File: src/rtl/demux_4_stream.sv
// 1-to-4 valid/ready demultiplexer: each word goes to output a/b/c/d chosen by sel, one register stage per output.
// Latency: 1 cycle from accept to x_valid. Throughput is one word per cycle; a draining buffer refills on the same edge.
// Backpressure: in_ready reflects only the selected output's buffer, so a stalled consumer never blocks the others.
module demux_4_stream #(
    parameter int WIDTH = 8,
    parameter int CNT_W = 8
) (
    input  logic             clk,
    input  logic             rst,
    input  logic [WIDTH-1:0] in_data,
    input  logic             in_valid,
    output logic             in_ready,
    input  logic [1:0]       sel,
    output logic [WIDTH-1:0] a_data,
    output logic             a_valid,
    input  logic             a_ready,
    output logic [WIDTH-1:0] b_data,
    output logic             b_valid,
    input  logic             b_ready,
    output logic [WIDTH-1:0] c_data,
    output logic             c_valid,
    input  logic             c_ready,
    output logic [WIDTH-1:0] d_data,
    output logic             d_valid,
    input  logic             d_ready,
    output logic [CNT_W-1:0] count
);

    localparam int NOUT = 4;

    // Per-output buffer state, indexed 0=a .. 3=d
    logic [NOUT-1:0]  vld_q, vld_d;
    logic [WIDTH-1:0] dat_q [NOUT];
    logic [WIDTH-1:0] dat_d [NOUT];
    logic [CNT_W-1:0] count_q, count_d;

    logic [NOUT-1:0]  rdy_vec;
    logic [NOUT-1:0]  dlv;
    logic             sel_free;
    logic             acc;

    assign rdy_vec = {d_ready, c_ready, b_ready, a_ready};

    // A delivery happens wherever a buffer is occupied and its consumer takes it
    assign dlv = vld_q & rdy_vec;

    // The selected buffer can take a word if it is empty or is being emptied this cycle
    assign sel_free = ~vld_q[sel] | rdy_vec[sel];
    assign in_ready = ~rst & sel_free;
    assign acc      = in_valid & in_ready;

    // Next state of each output buffer: accept overrides drain so a same-cycle refill keeps valid high
    always_comb begin
        vld_d = vld_q;
        dat_d = dat_q;
        for (int i = 0; i < NOUT; i++) begin
            if (dlv[i]) begin
                vld_d[i] = 1'b0;
            end
            if (acc && (sel == 2'(i))) begin
                vld_d[i] = 1'b1;
                dat_d[i] = in_data;
            end
        end
    end

    // Delivered-word counter advances by the number of outputs handing off this cycle, wrapping silently
    always_comb begin
        count_d = count_q;
        for (int i = 0; i < NOUT; i++) begin
            count_d = count_d + CNT_W'(dlv[i]);
        end
    end

    // State registers; reset discards any buffered words
    always_ff @(posedge clk) begin
        if (rst) begin
            vld_q   <= '0;
            count_q <= '0;
            for (int i = 0; i < NOUT; i++) begin
                dat_q[i] <= '0;
            end
        end else begin
            vld_q   <= vld_d;
            count_q <= count_d;
            for (int i = 0; i < NOUT; i++) begin
                dat_q[i] <= dat_d[i];
            end
        end
    end

    assign a_valid = vld_q[0];
    assign b_valid = vld_q[1];
    assign c_valid = vld_q[2];
    assign d_valid = vld_q[3];
    assign a_data  = dat_q[0];
    assign b_data  = dat_q[1];
    assign c_data  = dat_q[2];
    assign d_data  = dat_q[3];
    assign count   = count_q;

endmodule

File: config.mk
export PLATFORM = sky130hd
export DESIGN_NAME = demux_4_stream
export DESIGN_NICKNAME = d
export VERILOG_FILES = /design/src/rtl/demux_4_stream.sv
export SDC_FILE = /design/constraint.sdc
export NUM_CORES = 1
export LEC_CHECK = 0
export ABC_AREA = 1
export CELL_PAD_IN_SITES_DETAIL_PLACEMENT = 1
export CELL_PAD_IN_SITES_GLOBAL_PLACEMENT = 1
export CORE_ASPECT_RATIO = 0.6
export CORE_MARGIN = 10
export CORE_UTILIZATION = 29
export DETAILED_ROUTE_END_ITERATION = 10
export GPL_TIMING_DRIVEN = 0
export PLACE_DENSITY = 0.71
export SYNTH_ARGS = -nofsm -noshare
export SYNTH_HDL_FRONTEND = slang
export SYNTH_SLANG_ARGS = --single-unit
File: constraint.sdc
create_clock -name clk -period 2.3 [get_ports clk]
set_clock_uncertainty 0.15 [all_clocks]
set_input_delay 0.46 -clock clk [delete_from_list [all_inputs] [get_ports clk]]
set_output_delay 0.46 -clock clk [all_outputs]
set_load 0.02 [all_outputs]
==> results of run 1 <==
flip-flops by register name, summed over array words and instances (netlist names):
name,count
count,8
b_data,8
vld_q,4
a_data,8
c_data,8
d_data,8
critical path: cells and delay by family:
kind	cells	cell delay [ns]
buffers and inverters	2	0.28
AND/OR/NAND/NOR	6	0.52
adder cells (fa/ha/maj)	3	1.06
layout make-up:
class                           instances  area (um2)  area share [%]
Clock inverter                          1        30.0           0.991
Sequential cell                        44         887            29.3
Inverter                               47         176            5.82
Multi-Input combinational cell        199         996            32.9
Tap cell                               87         109            3.59
Buffer                                 10        87.6            2.89
Clock buffer                            5         125            4.13
Timing Repair Buffer                   64         618            20.4
logic make-up after synthesis:
group / Yosys count / share of synthesized area, %
buffers and inverters: 57 / 12.6
AO/OA/AOI/OAI: 11 / 2.68
flip-flops: 44 / 42.0
adder cells (fa/ha/maj): 4 / 3.46
AND/OR/NAND/NOR: 184 / 39.3
layer usage:
layer,vias to the layer above,share of wire [%]
met3,8,8.9
met1,935,47
met2,38,43
met4,0,0.91
met5,-,0
li1,1018,-
power by group:
part / switching [mW] / internal [mW] / total, mW / leakage (nW)
clock network: 0.300 / 0.501 / 0.801 / 0.0757
logic: 0.143 / 0.101 / 0.244 / 0.984
registers: 0.0146 / 0.785 / 0.800 / 0.359
repair_timing:
action | CTS | global route
pin swaps | 5 | 6
hold buffers | 0 | 0
buffers inserted | 2 | 3
setup endpoints to repair | 8 | 4
gates resized for setup | 15 | 12
path summary, 6_finish.rpt:
path | from | endpoint | cells past startpoint | slack [ns]
min | rst | count[0] | 2 | 0.34
max | c_ready | count[6] | 11 | 0.02
max reg2reg | count[0] | count[6] | 10 | 0.03
min reg2reg | vld_q[1] | vld_q[1] | 2 | 0.36
cells in the mapped netlist, drive strengths merged:
library cell	n	area, um2
buf	10	87.6
nand3	4	25.0
a21oi	7	35.0
nand2	96	392
inv	47	176
nand4	6	97.6
dfxtp	44	881
a31oi	1	6.26
o21ai	3	15.0
nor2	78	310
fa	3	60.1
ha	1	12.5
==> summary.txt, run 1 <==
Global routing
  • Total global routing overflow: 0
  • Vias in the first global route: 2142
  • Antenna violations before repair: 0
  • Met3 Usage GRT: 6.02%
  • Largest net degree at the start of global routing: 13
  • First-pass GRT wire length: 11100 um
  • Global route hottest layer: met2
  • Met1 Usage GRT: 15.9%
  • All-Layer GR Usage: 12.7%
  • Global Route met2 Usage: 19.3%

Worst setup path
  • Critical path peak fanout: 3
  • CP endpoint kind: flop
  • Worst path max stage delay: 0.47 ns
  • Worst Path Arrival: 2.31 ns
  • Startpoint class of the critical path: input port
  • Worst Setup Path Type: input port to flop
  • Worst EP required: 2.33 ns
  • CP cell instances: clkdlybuf4s15_2, nand2_2, fa_1, fa_2, inv_2, fa_2, nand4_1, nor2_2, nand2_1, nand2_1, nor2_1
  • Slowest cell on crit path: fa_1

Die
  • Top Ports: 62
  • DIE HEIGHT: 85.9 um
  • Die width: 130 um
  • Die footprint: 11100 um2
  • Initial Util: 30.6%
  • Core area: 6850 um2
  • Row cnt: 23

STA
  • Post-layout min period: 2.28 ns
  • Worst setup margin: 0.0232 ns
  • Final worst-path cycle share: 99.0%
  • Final hold slack: 0.341 ns
  • Max-slew headroom: 70.9%
  • Max-slew violations: 0
  • RSZ-0062 raised after global routing: yes
  • Hold Vio Cnt, Final: 0
  • Setup TNS: 0 ns
  • Final setup violation count: 0
  • FMAX: 439 MHz
  • Actual slew at the worst max-slew pin: 0.435 ns

Worst hold path
  • Worst Hold Class: input port to flop

Clocking
  • Worst-path clk slew: 0.06 ns
  • Skew-Pair Late Insertion Delay: 0.29 ns
  • Clock root buffer: clkbuf_16
  • H-tree lvl count: 2
  • CTS tree: yes
  • Sink Count: 44
  • CTS buffer count: 5
  • Clock Tree Buf Depth: 2

Placement
  • GPL Wtd Cong: 0.783
  • Area post-placement: 2810 um2
  • Port Buf Inserts: 59
  • HPWL Detailed: 5200 um
  • Worst slack, placed: -0.660 ns
  • Inst Count DP: 446

Logic synthesis
  • Sequential area share after synthesis: 42.0%
  • Syn_area_per_cell: 6.99 um2
  • Synth Cell Area: 2100 um2
  • Yosys reg bits: 44
  • Yosys cell types: 20
  • Synth Warn #: 0
  • Synthesized netlist cell count: 300
  • Synthesized net count: 321

Routing
  • Post-route ant nets: 0
  • Via Count: 1999
  • DRT iter0 DRCs: 87
  • DR pass1 iterations: 4
  • WL per Instance: 15.2 um
  • DRC: 0
  • Detail-routed via count per cell: 4.37
  • Post-Route WL: 6930 um

Cells and area
  • Fin cells: 457
  • Area Growth Syn to Fin: 44.4%
  • Commonest cells after routing, fill and taps aside: nand2_1, nor2_1, clkdlybuf4s50_1, inv_1, dfxtp_1
  • Post-route cell area: 3030 um2
  • Antenna Cells: 0
  • Layout Utilization: 44.2%
  • Layout cells sized above 1: 15.1%
  • Nets: 392
  • Most common cell after layout, fill and taps aside: nand2_1
  • Fillers: 870

Job
  • Number of max-cap violations: 0

Power
  • Cell Pwr Density: 609 nW/um2
  • Lkg Pwr: 1.42 nW
  • Design Power: 1.85 mW
  • Worst vdd ir: 249 uV

Outcome
  • Status: completed
Note: power is estimated with default switching activity, not from simulation.
==> inputs of run 2 (changes only) <==
--- a/config.mk
+++ b/config.mk
@@ -8,7 +8,7 @@
 export ABC_AREA = 1
 export CELL_PAD_IN_SITES_DETAIL_PLACEMENT = 1
 export CELL_PAD_IN_SITES_GLOBAL_PLACEMENT = 1
-export CORE_ASPECT_RATIO = 0.6
+export CORE_ASPECT_RATIO = 0.75
 export CORE_MARGIN = 10
 export CORE_UTILIZATION = 29
 export DETAILED_ROUTE_END_ITERATION = 10
==> constraint.sdc (replaced) <==
create_clock -name clk -period 2.3 [get_ports clk]
set_clock_uncertainty 0.15 [all_clocks]
set_input_delay 0.69 -clock clk [delete_from_list [all_inputs] [get_ports clk]]
set_output_delay 0.69 -clock clk [all_outputs]
set_load 0.02 [all_outputs]
==> summary.txt, run 2 (synthesis results as in run 1) <==
Die
  • DIE HEIGHT: 93.7 um (was 85.9 um)
  • Core area: 6930 um2 (was 6850 um2)
  • Die width: 118 um (was 130 um)
  • Die footprint: 11100 um2 (about the same)
  • Initial Util: 30.3% (was 30.6%)
  • Row cnt: 26 (was 23)
  • Top Ports: 62 (unchanged)

Clocking
  • Cts hold-fix bufs: 0 (unchanged)
  • Sink Count: 44 (unchanged)
  • Clock root buffer: clkbuf_8 (was clkbuf_16)
  • CTS buffer count: 5 (unchanged)
  • Skew-Pair Late Insertion Delay: 0.30 ns (was 0.29 ns)
  • CTS tree: yes (unchanged)
  • Clock Tree Buf Depth: 2 (unchanged)
  • H-tree lvl count: 2 (unchanged)
  • Worst-path clk slew: 0.09 ns (was 0.06 ns)

Worst hold path
  • Min-Delay Endpoint: vld_q[2] (was count[0])
  • Hold Crit Depth: 2 (unchanged)
  • Worst Hold Class: flop to flop (was input port to flop)
  • Hold_sp: vld_q[2] (was rst)

Power
  • Sequential share of power: 51.3% (was 43.3%)
  • Clock power share: 32.4% (was 43.4%)
  • Sw frac: 27.2% (was 24.8%)
  • Pint: 1.14 mW (was 1.39 mW)
  • Lkg Pwr: 1.40 nW (was 1.42 nW)
  • Switching power: 424 uW (was 458 uW)
  • Worst vdd ir: 199 uV (was 249 uV)
  • Cell Pwr Density: 516 nW/um2 (was 609 nW/um2)
  • Gate power share: 16.3% (was 13.2%)

Global routing
  • Largest net degree at the start of global routing: 14 (was 13)
  • All-Layer GR Usage: 11.8% (was 12.7%)
  • Global route hottest layer: met2 (unchanged)
  • Antenna violations before repair: 0 (unchanged)
  • Global Route met2 Usage: 19.1% (was 19.3%)
  • First-pass GRT wire length: 10700 um (was 11100 um)
  • Met1 Usage GRT: 14.5% (was 15.9%)
  • Vias in the first global route: 2081 (was 2142)
  • Met3 Usage GRT: 4.14% (was 6.02%)
  • Total global routing overflow: 0 (unchanged)

Cells and area
  • Layout cells sized above 1: 16.7% (was 15.1%)
  • Multi-input logic area: 1000 um2 (was 996 um2)
  • Antenna Cells: 0 (unchanged)
  • Commonest cells after routing, fill and taps aside: nand2_1, nor2_1, clkdlybuf4s50_1, inv_1, dfxtp_1 (unchanged)
  • Seq. cell area: 883 um2 (was 887 um2)
  • Area Growth Syn to Fin: 44.1% (was 44.4%)
  • Fin cells: 470 (was 457)
  • Most common cell after layout, fill and taps aside: nand2_1 (unchanged)
  • Layout Utilization: 43.6% (was 44.2%)
  • Nets: 392 (unchanged)
  • Fillers: 892 (was 870)

Worst setup path
  • Startpoint class of the critical path: input port (unchanged)
  • CP cell instances: buf_8, nand2_4, fa_1, fa_2, inv_2, fa_2, nand4_1, nor2_2, nand2_1, nand2_1, nor2_1 (was clkdlybuf4s15_2, nand2_2, fa_1, fa_2, inv_2, fa_2, nand4_1, nor2_2, nand2_1, nand2_1, nor2_1)
  • Worst EP required: 2.35 ns (was 2.33 ns)
  • Worst r2r dst: count[6] (unchanged)
  • Worst R2R Setup Slack: 0.08 ns (was 0.03 ns)
  • Slowest cell on crit path: fa_1 (unchanged)
  • R2r worst-path depth: 10 (unchanged)
  • CP endpoint kind: flop (unchanged)
  • Worst Path Arrival: 2.35 ns (was 2.31 ns)
  • Critical path peak fanout: 3 (unchanged)
  • Reg2reg start: vld_q[0] (was count[0])
  • Worst path max stage delay: 0.47 ns (about the same)
  • Worst Setup Path Type: input port to flop (unchanged)

Placement
  • HPWL Detailed: 5020 um (was 5200 um)
  • Port Buf Inserts: 59 (unchanged)
  • Inst Count DP: 457 (was 446)
  • GPL Wtd Cong: 0.712 (was 0.783)

Routing
  • Post-route ant nets: 0 (unchanged)
  • Via Count: 2010 (was 1999)
  • DRT iter0 DRCs: 36 (was 87)
  • Detail-routed via count per cell: 4.28 (was 4.37)
  • DRC: 0 (unchanged)
  • Post-Route WL: 6530 um (was 6930 um)
  • DR pass1 iterations: 4 (unchanged)
  • WL per Instance: 13.9 um (was 15.2 um)

STA
  • RSZ-0062 raised after global routing: yes (unchanged)
  • Setup TNS: 0 ns (unchanged)
  • Hold Vio Cnt, Final: 0 (unchanged)
  • Max-slew violations: 0 (unchanged)
  • Post-layout min period: 2.30 ns (was 2.28 ns)
  • Final setup violation count: 0 (unchanged)
  • Max-slew headroom: 71.6% (was 70.9%)
  • Final worst-path cycle share: 100% (was 99.0%)
  • FMAX: 435 MHz (was 439 MHz)
  • Actual slew at the worst max-slew pin: 0.425 ns (was 0.435 ns)

Job
  • Number of max-cap violations: 0 (unchanged)

Outcome
  • Status: completed (unchanged)
-- run 2: area by class of cell --
cell class	instances	share of cell area (%)
Tap cell	98	4.06
Timing Repair Buffer	64	21.2
Clock inverter	2	0.331
Multi-Input combinational cell	199	33.2
Buffer	10	3.19
Inverter	47	6.08
Clock buffer	6	2.73
Sequential cell	44	29.2
-- run 2: how the worst max path moves through the flow --
stage | startpoint | endpoint | slack [ns]
after global routing | c_ready | count[6] | -0.09
after floorplan | c_ready | count[6] | -0.17
after CTS | a_ready | count[6] | -0.03
after detailed placement | sel[1] | in_ready | -0.95
after global placement | sel[1] | in_ready | -0.92
final | c_ready | count[6] | 0.0007
-- run 2: worst max-delay path, delay by kind of cell --
family	cells	cell delay, ns
AND/OR/NAND/NOR	6	0.48
adder cells (fa/ha/maj)	3	1.03
buffers and inverters	2	0.15
-- run 2: timing repair --
action,in CTS,in global routing
setup endpoints to repair,9,5
setup buffers,2,3
gates resized for setup,35,14
pin swaps,9,10
-- run 2: metal layers --
metal | part of all wire [%] | vias to the layer above
met5 | 0 | -
met4 | 1.2 | 0
met3 | 7.2 | 7
met2 | 45 | 42
met1 | 46 | 939
li1 | - | 1022
-- run 2: power by group through the flow --
| stage | Sequential (mW) | Clock (mW) | Combinational (mW) |
|---|---|---|---|
| after global routing | 0.803 | 0.556 | 0.281 |
| after detailed placement | 0.817 | 0 | 0.246 |
| final | 0.799 | 0.506 | 0.255 |
| after CTS | 0.800 | 0.526 | 0.251 |
| after global placement | 0.816 | 0 | 0.241 |
| after floorplan | 0.844 | 0 | 0.0997 |
-- run 2: metrics by stage --
step                      worst slack, ns  hold slack, ns  power [mW]  instance area [um2]
final                            0.000669           0.360        1.56                 3020
after global routing              -0.0936           0.401        1.64                 3020
after CTS                         -0.0262           0.366        1.58                 2960
after detailed placement           -0.948           0.347        1.06                 2830
after global placement             -0.925           0.339        1.06                 2830
after floorplan                    -0.174           0.408       0.943                 2120
